===== src/rtl/ram_capture_ctrl_if.sv =====
// Stream and RAM-port bundle for ram_capture_ctrl: control, capture input,
// playback output and the single_port_ram pins it owns.
interface ram_capture_ctrl_if #(
    parameter int DATA_WIDTH = 12,
    parameter int ADDR_WIDTH = 12
);
    logic                  start;
    logic [ADDR_WIDTH:0]   length;
    logic [DATA_WIDTH-1:0] s_data;
    logic                  s_valid;
    logic                  s_ready;
    logic [DATA_WIDTH-1:0] m_data;
    logic                  m_valid;
    logic                  m_ready;
    logic                  m_last;
    logic                  ram_we;
    logic [ADDR_WIDTH-1:0] ram_addr;
    logic [DATA_WIDTH-1:0] ram_din;
    logic [DATA_WIDTH-1:0] ram_dout;
    logic                  busy;
    logic                  done;

    modport master (
        input  start, length, s_data, s_valid, m_ready, ram_dout,
        output s_ready, m_data, m_valid, m_last, ram_we, ram_addr, ram_din, busy, done
    );

    modport slave (
        output start, length, s_data, s_valid, m_ready, ram_dout,
        input  s_ready, m_data, m_valid, m_last, ram_we, ram_addr, ram_din, busy, done
    );
endinterface


===== src/rtl/ram_capture_ctrl.sv =====
// Captures a burst from a valid/ready stream into single_port_ram, then plays it
// back in write order through a 2-entry FIFO that hides the RAM read latency.
module ram_capture_ctrl #(
    parameter int DATA_WIDTH = 12,
    parameter int RAM_DEPTH  = 4096
) (
    input  logic clk,
    input  logic rst,
    ram_capture_ctrl_if.master bus
);
    localparam int ADDR_WIDTH = $clog2(RAM_DEPTH);
    localparam int PTR_WIDTH  = ADDR_WIDTH + 1;

    typedef enum logic [1:0] {
        ST_IDLE    = 2'd0,
        ST_CAPTURE = 2'd1,
        ST_READ    = 2'd2
    } state_t;

    state_t r_state;
    state_t w_state_nxt;

    logic [PTR_WIDTH-1:0]  r_len;
    logic [PTR_WIDTH-1:0]  r_wr_ptr;
    logic [PTR_WIDTH-1:0]  r_rd_ptr;
    logic [DATA_WIDTH-1:0] r_fifo_data [2];
    logic [1:0]            r_fifo_last;
    logic                  r_head;
    logic [1:0]            r_count;
    logic                  r_inflight;
    logic                  r_inflight_last;
    logic                  r_done;

    logic [PTR_WIDTH-1:0]  w_len_req;
    logic [PTR_WIDTH-1:0]  w_len_m1;
    logic [2:0]            w_occ;
    logic                  w_m_valid;
    logic                  w_pop;
    logic                  w_final_pop;
    logic                  w_tail;
    logic                  w_issue;
    logic                  w_wr_fire;
    logic                  w_wr_final;
    logic                  w_s_ready;
    logic                  w_ram_we;
    logic [ADDR_WIDTH-1:0] w_ram_addr;
    logic [DATA_WIDTH-1:0] w_ram_din;

    assign w_len_req   = (bus.length > PTR_WIDTH'(RAM_DEPTH)) ? PTR_WIDTH'(RAM_DEPTH) : bus.length;
    assign w_len_m1    = r_len - PTR_WIDTH'(1);
    assign w_occ       = {1'b0, r_count} + {2'b00, r_inflight};
    assign w_m_valid   = (r_state == ST_READ) && (r_count != 2'd0);
    assign w_pop       = w_m_valid && bus.m_ready;
    assign w_final_pop = w_pop && r_fifo_last[r_head];
    assign w_tail      = r_head ^ r_count[0];

    always_ff @(posedge clk or posedge rst) begin
        if (rst) begin
            r_state <= ST_IDLE;
        end else begin
            r_state <= w_state_nxt;
        end
    end

    always_comb begin
        w_state_nxt = r_state;
        w_s_ready   = 1'b0;
        w_ram_we    = 1'b0;
        w_ram_addr  = '0;
        w_ram_din   = '0;
        w_wr_fire   = 1'b0;
        w_wr_final  = 1'b0;
        w_issue     = 1'b0;
        case (r_state)
            ST_IDLE: begin
                if (bus.start && (w_len_req != '0)) begin
                    w_state_nxt = ST_CAPTURE;
                end
            end
            ST_CAPTURE: begin
                w_s_ready  = 1'b1;
                w_ram_we   = bus.s_valid;
                w_ram_addr = r_wr_ptr[ADDR_WIDTH-1:0];
                w_ram_din  = bus.s_data;
                w_wr_fire  = bus.s_valid;
                w_wr_final = bus.s_valid && (r_wr_ptr == w_len_m1);
                if (w_wr_final) begin
                    w_state_nxt = ST_READ;
                end
            end
            ST_READ: begin
                w_ram_addr = r_rd_ptr[ADDR_WIDTH-1:0];
                // A same-cycle pop frees a slot, which keeps playback at one sample per clock.
                w_issue = (r_rd_ptr < r_len) &&
                          ((w_occ < 3'd2) || (w_pop && (w_occ < 3'd3)));
                if (w_final_pop) begin
                    w_state_nxt = ST_IDLE;
                end
            end
            default: begin
                w_state_nxt = ST_IDLE;
            end
        endcase
    end

    always_ff @(posedge clk or posedge rst) begin
        if (rst) begin
            r_len           <= '0;
            r_wr_ptr        <= '0;
            r_rd_ptr        <= '0;
            r_fifo_data[0]  <= '0;
            r_fifo_data[1]  <= '0;
            r_fifo_last     <= '0;
            r_head          <= 1'b0;
            r_count         <= '0;
            r_inflight      <= 1'b0;
            r_inflight_last <= 1'b0;
            r_done          <= 1'b0;
        end else begin
            r_done <= ((r_state == ST_IDLE) && bus.start && (w_len_req == '0)) || w_final_pop;

            if ((r_state == ST_IDLE) && bus.start) begin
                r_len    <= w_len_req;
                r_wr_ptr <= '0;
            end else if (w_wr_fire) begin
                r_wr_ptr <= r_wr_ptr + PTR_WIDTH'(1);
            end

            if (w_wr_final) begin
                r_rd_ptr <= '0;
            end else if (w_issue) begin
                r_rd_ptr <= r_rd_ptr + PTR_WIDTH'(1);
            end

            r_inflight <= w_issue;
            if (w_issue) begin
                r_inflight_last <= (r_rd_ptr == w_len_m1);
            end

            // RAM output is valid the cycle after issue; park it at the FIFO tail.
            if (r_inflight) begin
                r_fifo_data[w_tail] <= bus.ram_dout;
                r_fifo_last[w_tail] <= r_inflight_last;
            end
            if (w_pop) begin
                r_head <= ~r_head;
            end
            r_count <= r_count + {1'b0, r_inflight} - {1'b0, w_pop};
        end
    end

    assign bus.s_ready  = w_s_ready;
    assign bus.ram_we   = w_ram_we;
    assign bus.ram_addr = w_ram_addr;
    assign bus.ram_din  = w_ram_din;
    assign bus.m_valid  = w_m_valid;
    assign bus.m_data   = w_m_valid ? r_fifo_data[r_head] : '0;
    assign bus.m_last   = w_m_valid && r_fifo_last[r_head];
    assign bus.busy     = (r_state != ST_IDLE);
    assign bus.done     = r_done;
endmodule


===== src/flat_wrapper.sv =====
// flat-port wrapper written by rule: the top's interface ports become plain ports
module ram_capture_ctrl_flat 
#(
    parameter int DATA_WIDTH = 12,
    parameter int RAM_DEPTH  = 4096
)
  (clk, rst, bus_start, bus_length, bus_s_data, bus_s_valid, bus_m_ready, bus_ram_dout, bus_s_ready, bus_m_data, bus_m_valid, bus_m_last, bus_ram_we, bus_ram_addr, bus_ram_din, bus_busy, bus_done);
  ram_capture_ctrl_if #(.DATA_WIDTH(DATA_WIDTH), .ADDR_WIDTH(12)) bus_i ();
  input  logic clk;
  input  logic rst;
  input wire logic [$bits(bus_i.start)-1:0] bus_start;
  input wire logic [$bits(bus_i.length)-1:0] bus_length;
  input wire logic [$bits(bus_i.s_data)-1:0] bus_s_data;
  input wire logic [$bits(bus_i.s_valid)-1:0] bus_s_valid;
  input wire logic [$bits(bus_i.m_ready)-1:0] bus_m_ready;
  input wire logic [$bits(bus_i.ram_dout)-1:0] bus_ram_dout;
  output wire logic [$bits(bus_i.s_ready)-1:0] bus_s_ready;
  output wire logic [$bits(bus_i.m_data)-1:0] bus_m_data;
  output wire logic [$bits(bus_i.m_valid)-1:0] bus_m_valid;
  output wire logic [$bits(bus_i.m_last)-1:0] bus_m_last;
  output wire logic [$bits(bus_i.ram_we)-1:0] bus_ram_we;
  output wire logic [$bits(bus_i.ram_addr)-1:0] bus_ram_addr;
  output wire logic [$bits(bus_i.ram_din)-1:0] bus_ram_din;
  output wire logic [$bits(bus_i.busy)-1:0] bus_busy;
  output wire logic [$bits(bus_i.done)-1:0] bus_done;
  assign bus_i.start = bus_start;
  assign bus_i.length = bus_length;
  assign bus_i.s_data = bus_s_data;
  assign bus_i.s_valid = bus_s_valid;
  assign bus_i.m_ready = bus_m_ready;
  assign bus_i.ram_dout = bus_ram_dout;
  assign bus_s_ready = bus_i.s_ready;
  assign bus_m_data = bus_i.m_data;
  assign bus_m_valid = bus_i.m_valid;
  assign bus_m_last = bus_i.m_last;
  assign bus_ram_we = bus_i.ram_we;
  assign bus_ram_addr = bus_i.ram_addr;
  assign bus_ram_din = bus_i.ram_din;
  assign bus_busy = bus_i.busy;
  assign bus_done = bus_i.done;
  ram_capture_ctrl #(.DATA_WIDTH(DATA_WIDTH), .RAM_DEPTH(RAM_DEPTH)) u_core (.clk(clk), .rst(rst), .bus(bus_i));
endmodule

===== config.mk =====
export PLATFORM = sky130hd
export DESIGN_NAME = ram_capture_ctrl_flat
export DESIGN_NICKNAME = d
export VERILOG_FILES = /design/src/rtl/ram_capture_ctrl_if.sv /design/src/rtl/ram_capture_ctrl.sv /design/src/flat_wrapper.sv
export SDC_FILE = /design/constraint.sdc
export NUM_CORES = 1
export LEC_CHECK = 0
export CELL_PAD_IN_SITES_DETAIL_PLACEMENT = 0
export CELL_PAD_IN_SITES_GLOBAL_PLACEMENT = 1
export CORE_MARGIN = 2
export CORE_UTILIZATION = 44
export CTS_CLUSTER_DIAMETER = 80
export CTS_CLUSTER_SIZE = 40
export DETAILED_ROUTE_END_ITERATION = 8
export GPL_ROUTABILITY_DRIVEN = 0
export GPL_TIMING_DRIVEN = 1
export PLACE_DENSITY = 0.89
export SLEW_MARGIN = 20
export SYNTH_ARGS = -nofsm -noshare
export SYNTH_HDL_FRONTEND = slang
export SYNTH_SLANG_ARGS = --single-unit

===== constraint.sdc =====
create_clock -name clk -period 4.8 [get_ports clk]
set_input_delay 0.72 -clock clk [delete_from_list [all_inputs] [get_ports clk]]
set_output_delay 0.72 -clock clk [all_outputs]
set_load 0.01 [all_outputs]

# Yosys cells after proc, flatten, opt, wreduce, memory -nomap -nowiden
# Cells that the tools add are included.
[word_totals]
register_bits = 73
in_bits = 42
output_inout_bits = 42
word_cells = 88
[classes]
add_sub_neg = 6
magnitude_cmp = 10
n_eq_ne = 7
muxes = 27
bitwise = 4
reduce_logical = 22
[ops]
columns = ["cell", "n"]
rows = [
  ["$mux W12", 6],
  ["$mux W13", 5],
  ["$add A13 B1 Y13 const B", 2],
  ["$eq A13 B13 Y1", 2],
  ["$bwmux W24", 1],
  ["$pmux W12 S2", 1],
  ["$gt A13 B13 Y1 const B", 1],
  ["$logic_not A13 Y1", 1],
  ["$lt A13 B13 Y1", 1],
  ["$reduce_bool A13 Y1", 1],
  ["$sub A13 B1 Y13 const B", 1],
  ["$demux W12 S1", 1],
  ["$logic_and A1 B1 Y1", 12],
  ["$reduce_bool A2 Y1", 4],
  ["$mux W1", 7],
  ["$lt A3 B2 Y1 const B", 2],
  ["$mux W2", 3],
  ["$ne A2 B1 Y1 const B", 3],
  ["$pmux W2 S3", 1],
  ["$ge A2 B2 Y1 const B", 2],
  ["$lt A1 B2 Y1 const B", 2],
  ["$not A1 Y2", 2],
  ["$add A2 B1 Y3", 1],
  ["$reduce_and A3 Y1", 1],
  ["other kinds (12)", 13],
]

# Longest topological paths before layout
# Gate-level depths: netlist of the first run.
[logic_depth]
ltp_word = 9
depth_mapped = 12
depth_no_buf = 10

# Worst setup path before layout of the first run
# Ideal clock, no wire load.
[synth_timing]
path_kind = "reg2reg"
from = "reg u_core.r_len[0]"
to = "reg u_core.r_state[0]"
t_arrival_ns = 2.274
required_ns = 4.673
slack_ns = 2.399
stages_incl_launch_ff = 9
synth_period_minus_slack_ns = 2.401
cell_sequence = "dfrtp_1 -> or3_1 -> clkbuf_1 -> nor4_4 -> xnor3_1 -> a211oi_2 -> nand4_2 -> a21oi_2 -> mux2_1"
[synth_via]
elab_chain_cells = 5
[synth_lines]
columns = ["item", "line_no", "source"]
rows = [
  ["from (decl)", "ram_capture_ctrl.sv:23", "logic [PTR_WIDTH-1:0] r_len;"],
  ["from (signal assigned)", "ram_capture_ctrl.sv:123", "r_len <= w_len_req;"],
  ["$sub A13 B1 Y13", "ram_capture_ctrl.sv:50", "assign w_len_m1 = r_len - PTR_WIDTH'(1);"],
  ["$eq A13 B13 Y1", "ram_capture_ctrl.sv:86", "w_wr_final = bus.s_valid && (r_wr_ptr == w_len_m1);"],
  ["$logic_and A1 B1 Y1", "ram_capture_ctrl.sv:86", ""],
  ["$ne A2 B1 Y1 (no source line)", "--", ""],
  ["$reduce_and A3 Y1 (no source line)", "--", ""],
  ["to (signal assigned)", "ram_capture_ctrl.sv:61", "r_state <= w_state_nxt;"],
  ["to (decl)", "ram_capture_ctrl.sv:20", "state_t r_state;"],
]
# No other way between the ends.
# A chain may end at the register's enable or synchronous reset.

# Final worst setup path of the first run
[layout_timing]
from = "reg u_core.r_state[0]"
to = "out bus_m_last"
[layout_via]
elab_chain_cells = 3
[layout_lines]
columns = ["item", "line_no", "source"]
rows = [
  ["$eq A2 B2 Y1", "ram_capture_ctrl.sv:52", "assign w_m_valid = (r_state == ST_READ) && (r_count != 2'd0);"],
  ["$logic_and A1 B1 Y1", "ram_capture_ctrl.sv:52", ""],
  ["$logic_and A1 B1 Y1", "ram_capture_ctrl.sv:158", "assign bus.m_last = w_m_valid && r_fifo_last[r_head];"],
  ["to (decl)", "flat_wrapper.sv:20", "output wire logic [$bits(bus_i.m_last)-1:0] bus_m_last;"],
]
# No other way between the ends.

==> metrics, run 1 <==
status=finished, final reports clean; Setup Skew=0.00851 ns; # setup viols final=0; vias per inst=5.41; GR Util All Layers=21.7%; hold buffer count at CTS=0; power density over the cells=439 nW/um2; Synth warnings=0; TritonCTS clock tree=done; Core Rows=37; Mapped Nets=552; Syn Inst Count=485; fraction of the yosys area taken by sequential cells=38.9%; final number of max-transition violations=0; fin nets=621; dpl hpwl=8830 um; Slew @ Worst Pin=1.05 ns; Worst Path Arrival=2.81 ns; die area=11500 um2; RSZ-0062 raised after global routing=false; clk slew on worst S/H paths=0.08 ns; clk root buf=clkbuf_8; Die Height=107 um; H-tree level count=3; combinational power share=43.7%; Core Region=10300 um2; GR Overflow Total=0; clock network power share=23.5%; CP Capture Type=primary output; max cap viols=0; setup bufs post-CTS=0; syn_area_per_cell=9.68 um2; ys async rst share=100%; diodes inserted=0; Post-Route WL=11700 um; Hold Fails Final Rpt=0; Synth-to-Final Area Change=24.6%; Num CTS Buffers=9; Flop pwr share=32.9%; I/O Buffers=83; synth top area cells=dfrtp_1, ha_1, mux2_2; number of iterations in the first detailed-routing pass=6; most common cell in the netlist=dfrtp_1; io pins=84; Clock Latency Late Sink=0.35 ns; Post-synth EDFFs=0; largest net degree at the start of global routing=41; Netlist cell types=52; initial DRC count=169; Bufs on Longest Clock Path=2; net switching power=0.962 mW; total clock sinks=73; top cell type's share of synthesized area=38.9%; Routed Antenna Nets=0; crit path launch type=register; Synth Flop Type=dfrtp_1; Lkg Pwr=2.49 nW; initial antenna violation count=0; relative slew slack=30.0%; fmax=283 MHz; VDD IR-drop max=0.274 mV; CP Max Fanout=15; via count=3763; Critical Path RT=4.08 ns; # resized after CTS=0; routed wire length per instance=16.8 um; critical path class=register to primary output; first-pass GRT wire length=19600 um; share of cells above drive strength 1=9.84%; Setup TNS=0 ns; initial core utilization=45.5%; sw frac=37.5%; hold crit path type=register to register; final hold slack=0.509 ns; post-route clock period utilization=73.6%; post-layout minimum cycle time=3.53 ns; cell area after synthesis=4690 um2; leading area contributor after synthesis=dfrtp_1; Seq cells post-synth=73; DRC viols=0; die width=107 um; Pint=1.60 mW; top cells by count, synth=dfrtp_1, nor2_1, nand2_1; number of global-route vias before repair=3849
-- through the flow --
| stage | cells | power [mW] | instance area (um2) | util, % | setup slack [ns] |
|---|---|---|---|---|---|
| 6_report | 695 | 2.57 | 5850 | 56.7 | 1.27 |
| 2_1_floorplan | 485 | 1.65 | 4690 | - | 2.23 |
| 3_5_place_dp | 679 | 1.97 | 5600 | 54.3 | 1.65 |
| 3_3_place_gp | 679 | 1.95 | 5600 | 54.3 | 1.80 |
| 5_1_grt | 695 | 2.75 | 5850 | 56.7 | 1.06 |
| 4_1_cts | 695 | 2.58 | 5850 | 56.7 | 1.24 |
-- cells in the final DEF (no fill, tap or decap), drive strengths merged, types with 16 or more instances in the layout --
cell / instances
and2: 17
clkdlybuf4s50: 83
dfrtp: 73
ha: 25
inv: 30
mux2: 28
mux2i: 16
nand2: 30
nor2: 39
o21ai: 22
xnor2: 26
xor2: 24
-- cell families (layout without fill, tap and decap cells) --
group	after synthesis	after routing	synth area share, %
simple gates	170	170	19.7
flops	73	73	38.9
compound gates	65	65	8.90
xor+xnor	54	54	11.2
buf+inv	54	128	4.48
mux	44	44	10.1
fa+ha+maj	25	25	6.66
-- power groups by stage --
stage | Sequential (mW) | Clock [mW] | Combinational [mW]
after global placement | 0.849 | 0 | 1.10
after global routing | 0.859 | 0.642 | 1.24
final | 0.844 | 0.603 | 1.12
after CTS | 0.842 | 0.617 | 1.12
after detailed placement | 0.854 | 0 | 1.11
after floorplan | 0.799 | 0 | 0.849
-- critical path, stage by stage (launching register included) --
cell	delay, ns
dfrtp_1	0.41
inv_1	0.12
ha_1	0.53
o21ai_1	0.50
inv_1	0.22
and2_1	0.15
clkdlybuf4s50_1	0.53
-- final timing paths --
check,from,to,slack [ns],cells after the start
max,u_core.r_state[0],bus_m_last,1.27,6
min reg2reg,u_core.r_fifo_data[5],u_core.r_fifo_data[5],0.51,1
max in group asynchronous,rst,u_core.r_rd_ptr[1],3.01,3
min in group asynchronous,rst,u_core.r_fifo_data[3],0.80,2
max reg2reg,u_core.r_state[0],u_core.r_rd_ptr[1],1.60,11
min,u_core.r_fifo_data[5],u_core.r_fifo_data[5],0.51,1
-- flip-flops by register name, summed over array words and instances, names as in the netlist --
name,count
u_core.r_fifo_last,2
u_core.r_rd_ptr,13
u_core.r_inflight,1
u_core.r_head,1
u_core.bus.done,1
u_core.r_count,2
u_core.r_wr_ptr,13
u_core.r_inflight_last,1
u_core.r_state,2
u_core.r_len,13
u_core.r_fifo_data,24
-- layout make-up --
| cell class | instances | area [um2] |
|---|---|---|
| clock buffer | 9 | 124 |
| clock inverter | 7 | 124 |
| fill | 908 | 4470 |
| inverter | 27 | 101 |
| multi-input combinational | 358 | 2660 |
| sequential | 73 | 1830 |
| tap | 136 | 170 |
| timing repair buffer | 85 | 846 |
-- routing by layer --
layer	global-route usage, %	routed length, um
met1	27.4	5130
met2	38.4	5840
met3	3.63	501
met4	5.84	209
met5	0	0
No activity file was read; power rests on OpenSTA's default activity.
==> inputs of run 2 (changes only) <==
--- a/config.mk
+++ b/config.mk
@@ -8,13 +8,13 @@
 export CELL_PAD_IN_SITES_DETAIL_PLACEMENT = 0
 export CELL_PAD_IN_SITES_GLOBAL_PLACEMENT = 1
 export CORE_MARGIN = 2
-export CORE_UTILIZATION = 44
+export CORE_UTILIZATION = 41
 export CTS_CLUSTER_DIAMETER = 80
 export CTS_CLUSTER_SIZE = 40
 export DETAILED_ROUTE_END_ITERATION = 8
 export GPL_ROUTABILITY_DRIVEN = 0
 export GPL_TIMING_DRIVEN = 1
-export PLACE_DENSITY = 0.89
+export PLACE_DENSITY = 0.84
 export SLEW_MARGIN = 20
 export SYNTH_ARGS = -nofsm -noshare
 export SYNTH_HDL_FRONTEND = slang
==> constraint.sdc (replaced) <==
create_clock -name clk -period 3.5 [get_ports clk]
set_input_delay 0.525 -clock clk [delete_from_list [all_inputs] [get_ports clk]]
set_output_delay 0.525 -clock clk [all_outputs]
set_load 0.01 [all_outputs]
==> metrics, run 2 (synthesis results as in run 1) <==
status=finished, final reports clean; Setup Skew=0.0138 ns (+0.00524 ns); Hold Fails Final Rpt=0 (unchanged); Placed Area=5660 um2 (+1.0%); max cap viols=0 (unchanged); commonest cells after routing, fill and taps aside=clkdlybuf4s50_1, dfrtp_1, nor2_1, nand2_1, mux2_2; share of cells above drive strength 1=10.5% (+0.62 points); Die Height=111 um (+3.5%); largest net degree at the start of global routing=41 (unchanged); Final Core Density=52.8% (-3.8 points); post-layout minimum cycle time=2.87 ns; CP Max Fanout=17 (+2); Biggest register=u_core.r_fifo_data; CP Buf/Inv Count=3 (unchanged); Placement Setup Slack=0.795 ns (-0.850 ns); initial antenna violation count=0 (unchanged); CP Capture Type=primary output; Seq. cell area=1830 um2 (unchanged); Core Region=11300 um2 (+9.2%); die area=12300 um2 (+7.0%); initial core utilization=41.6% (-3.8 points); # setup viols final=0 (unchanged); I/O Buffers=83 (unchanged); max reg flops=24 (unchanged); worst setup margin=0.629 ns (-0.639 ns); placed cell count=691 (+1.8%); Synth-to-Final Area Change=26.8%; Worst Path Arrival=2.35 ns (-0.46 ns); DRC viols=0 (unchanged); setup slack, reg-to-reg=0.81 ns (-0.79 ns); RSZ-0062 raised after global routing=false; Multi-input gate area=2660 um2 (unchanged); final number of max-transition violations=0 (unchanged); die width=111 um (+3.5%); routed wire length per instance=17.1 um (+1.9%); Post-Route WL=12100 um (+3.7%); Setup TNS=0 ns (unchanged); via count=3779 (+0.43%); number of global-route vias before repair=3945 (+2.5%); crit-path leading delay family=buffers and inverters; relative slew slack=48.7% (+19 points); post-route clock period utilization=82.0%; # resized after CTS=0 (unchanged); non-filler cells, final=707 (+1.7%); Core Rows=39 (+5.4%); first-pass GRT wire length=19800 um (+0.84%); vias per inst=5.35 (-1.3%); Critical Path RT=2.97 ns (-1.11 ns); clk slew on worst S/H paths=0.06 ns (-0.02 ns); critical path class=register to primary output; initial DRC count=244 (+44%); VDD IR-drop max=0.391 mV (+42%); Bufs on Longest Clock Path=2 (unchanged); Worst path slowest cell=ha_1; TritonCTS clock tree=done; dpl hpwl=9080 um (+2.9%); fin nets=626 (+0.81%); commonest non-fill, non-tap cell in the layout=clkdlybuf4s50_1; Routed Antenna Nets=0 (unchanged); Clock Latency Late Sink=0.34 ns (about the same); Lkg Pwr=2.54 nW (+2.1%); hold crit path type=register to register; Num CTS Buffers=9 (unchanged); total clock sinks=73 (unchanged); GR Overflow Total=0 (unchanged); diodes inserted=0 (unchanged); clk root buf=clkbuf_16; GR Util All Layers=20.1% (-1.6 points); Slew @ Worst Pin=0.769 ns (-0.281 ns); Design Area, Final=5950 um2 (+1.8%); number of iterations in the first detailed-routing pass=4 (-2); fmax=348 MHz; hold buffer count at CTS=0 (unchanged); filler instances=1021 (+12%); critical path's largest stage delay=0.57 ns (+0.04 ns); crit path launch type=register; H-tree level count=3 (unchanged); power density over the cells=611 nW/um2 (+39%); setup bufs post-CTS=0 (unchanged); io pins=84 (unchanged); crit path cell chain=inv_1 -> ha_1 -> buf_4 -> and2_1 -> clkdlybuf4s50_1
[run 2: cell types whose count changed in the layout (fill, tap and decap cells not counted)]
cell,change
inv_6,-1
buf_4,+4
clkbuf_8,-9
bufinv_16,-2
clkinv_2,+2
buf_12,+1
clkbuf_1,+1
clkbuf_16,+9
[run 2: worst paths after layout]
check / from / to / depth (start not counted)
hold reg to reg: u_core.r_fifo_data[13] / u_core.r_fifo_data[13] / 1
setup reg to reg: u_core.r_len[0] / u_core.r_rd_ptr[3] / 9
min in group asynchronous: rst / u_core.r_fifo_data[6] / 2
setup / recovery: u_core.r_state[1] / bus_ram_din[1] / 5
max in group asynchronous: rst / u_core.r_len[12] / 3
hold / removal: u_core.r_fifo_data[13] / u_core.r_fifo_data[13] / 1
[run 2: power breakdown]
part | internal (mW) | total, mW | switching, mW
clock network | 0.555 | 0.923 | 0.368
registers | 0.975 | 1.15 | 0.177
logic | 0.763 | 1.57 | 0.803
[run 2: final cells by class]
class	count	area share (%)
multi-input cells	358	44.6
flip-flops and latches	73	30.7
repair buffers	90	15.0
clock buffers	10	3.85
well taps	143	3.00
inverters	27	1.70
clock inverters	6	1.09
[run 2: through the flow]
stage	total power, mW	hold slack (ns)
final	3.64	0.505
after global routing	3.88	0.511
after CTS	3.67	0.504
after detailed placement	2.73	0.493
after global placement	2.69	0.481
after floorplan	2.26	0.474
[run 2: worst reg2reg max path, delay by kind of cell, from the launching register on]
kind | cells | cell delay, ns
simple gates | 6 | 1.66
flops | 1 | 0.42
fa+ha+maj | 1 | 0.21
buf+inv | 1 | 0.09
xor+xnor | 1 | 0.15
[run 2: metal layers]
metal / track usage (%) / wire [um] / vias up
met5: 0 / 0 / -
met1: 25.1 / 5220 / 1834
met3: 4.98 / 608 / 20
met2: 34.6 / 5980 / 103
met4: 5.92 / 298 / 0
li1: - / - / 1822
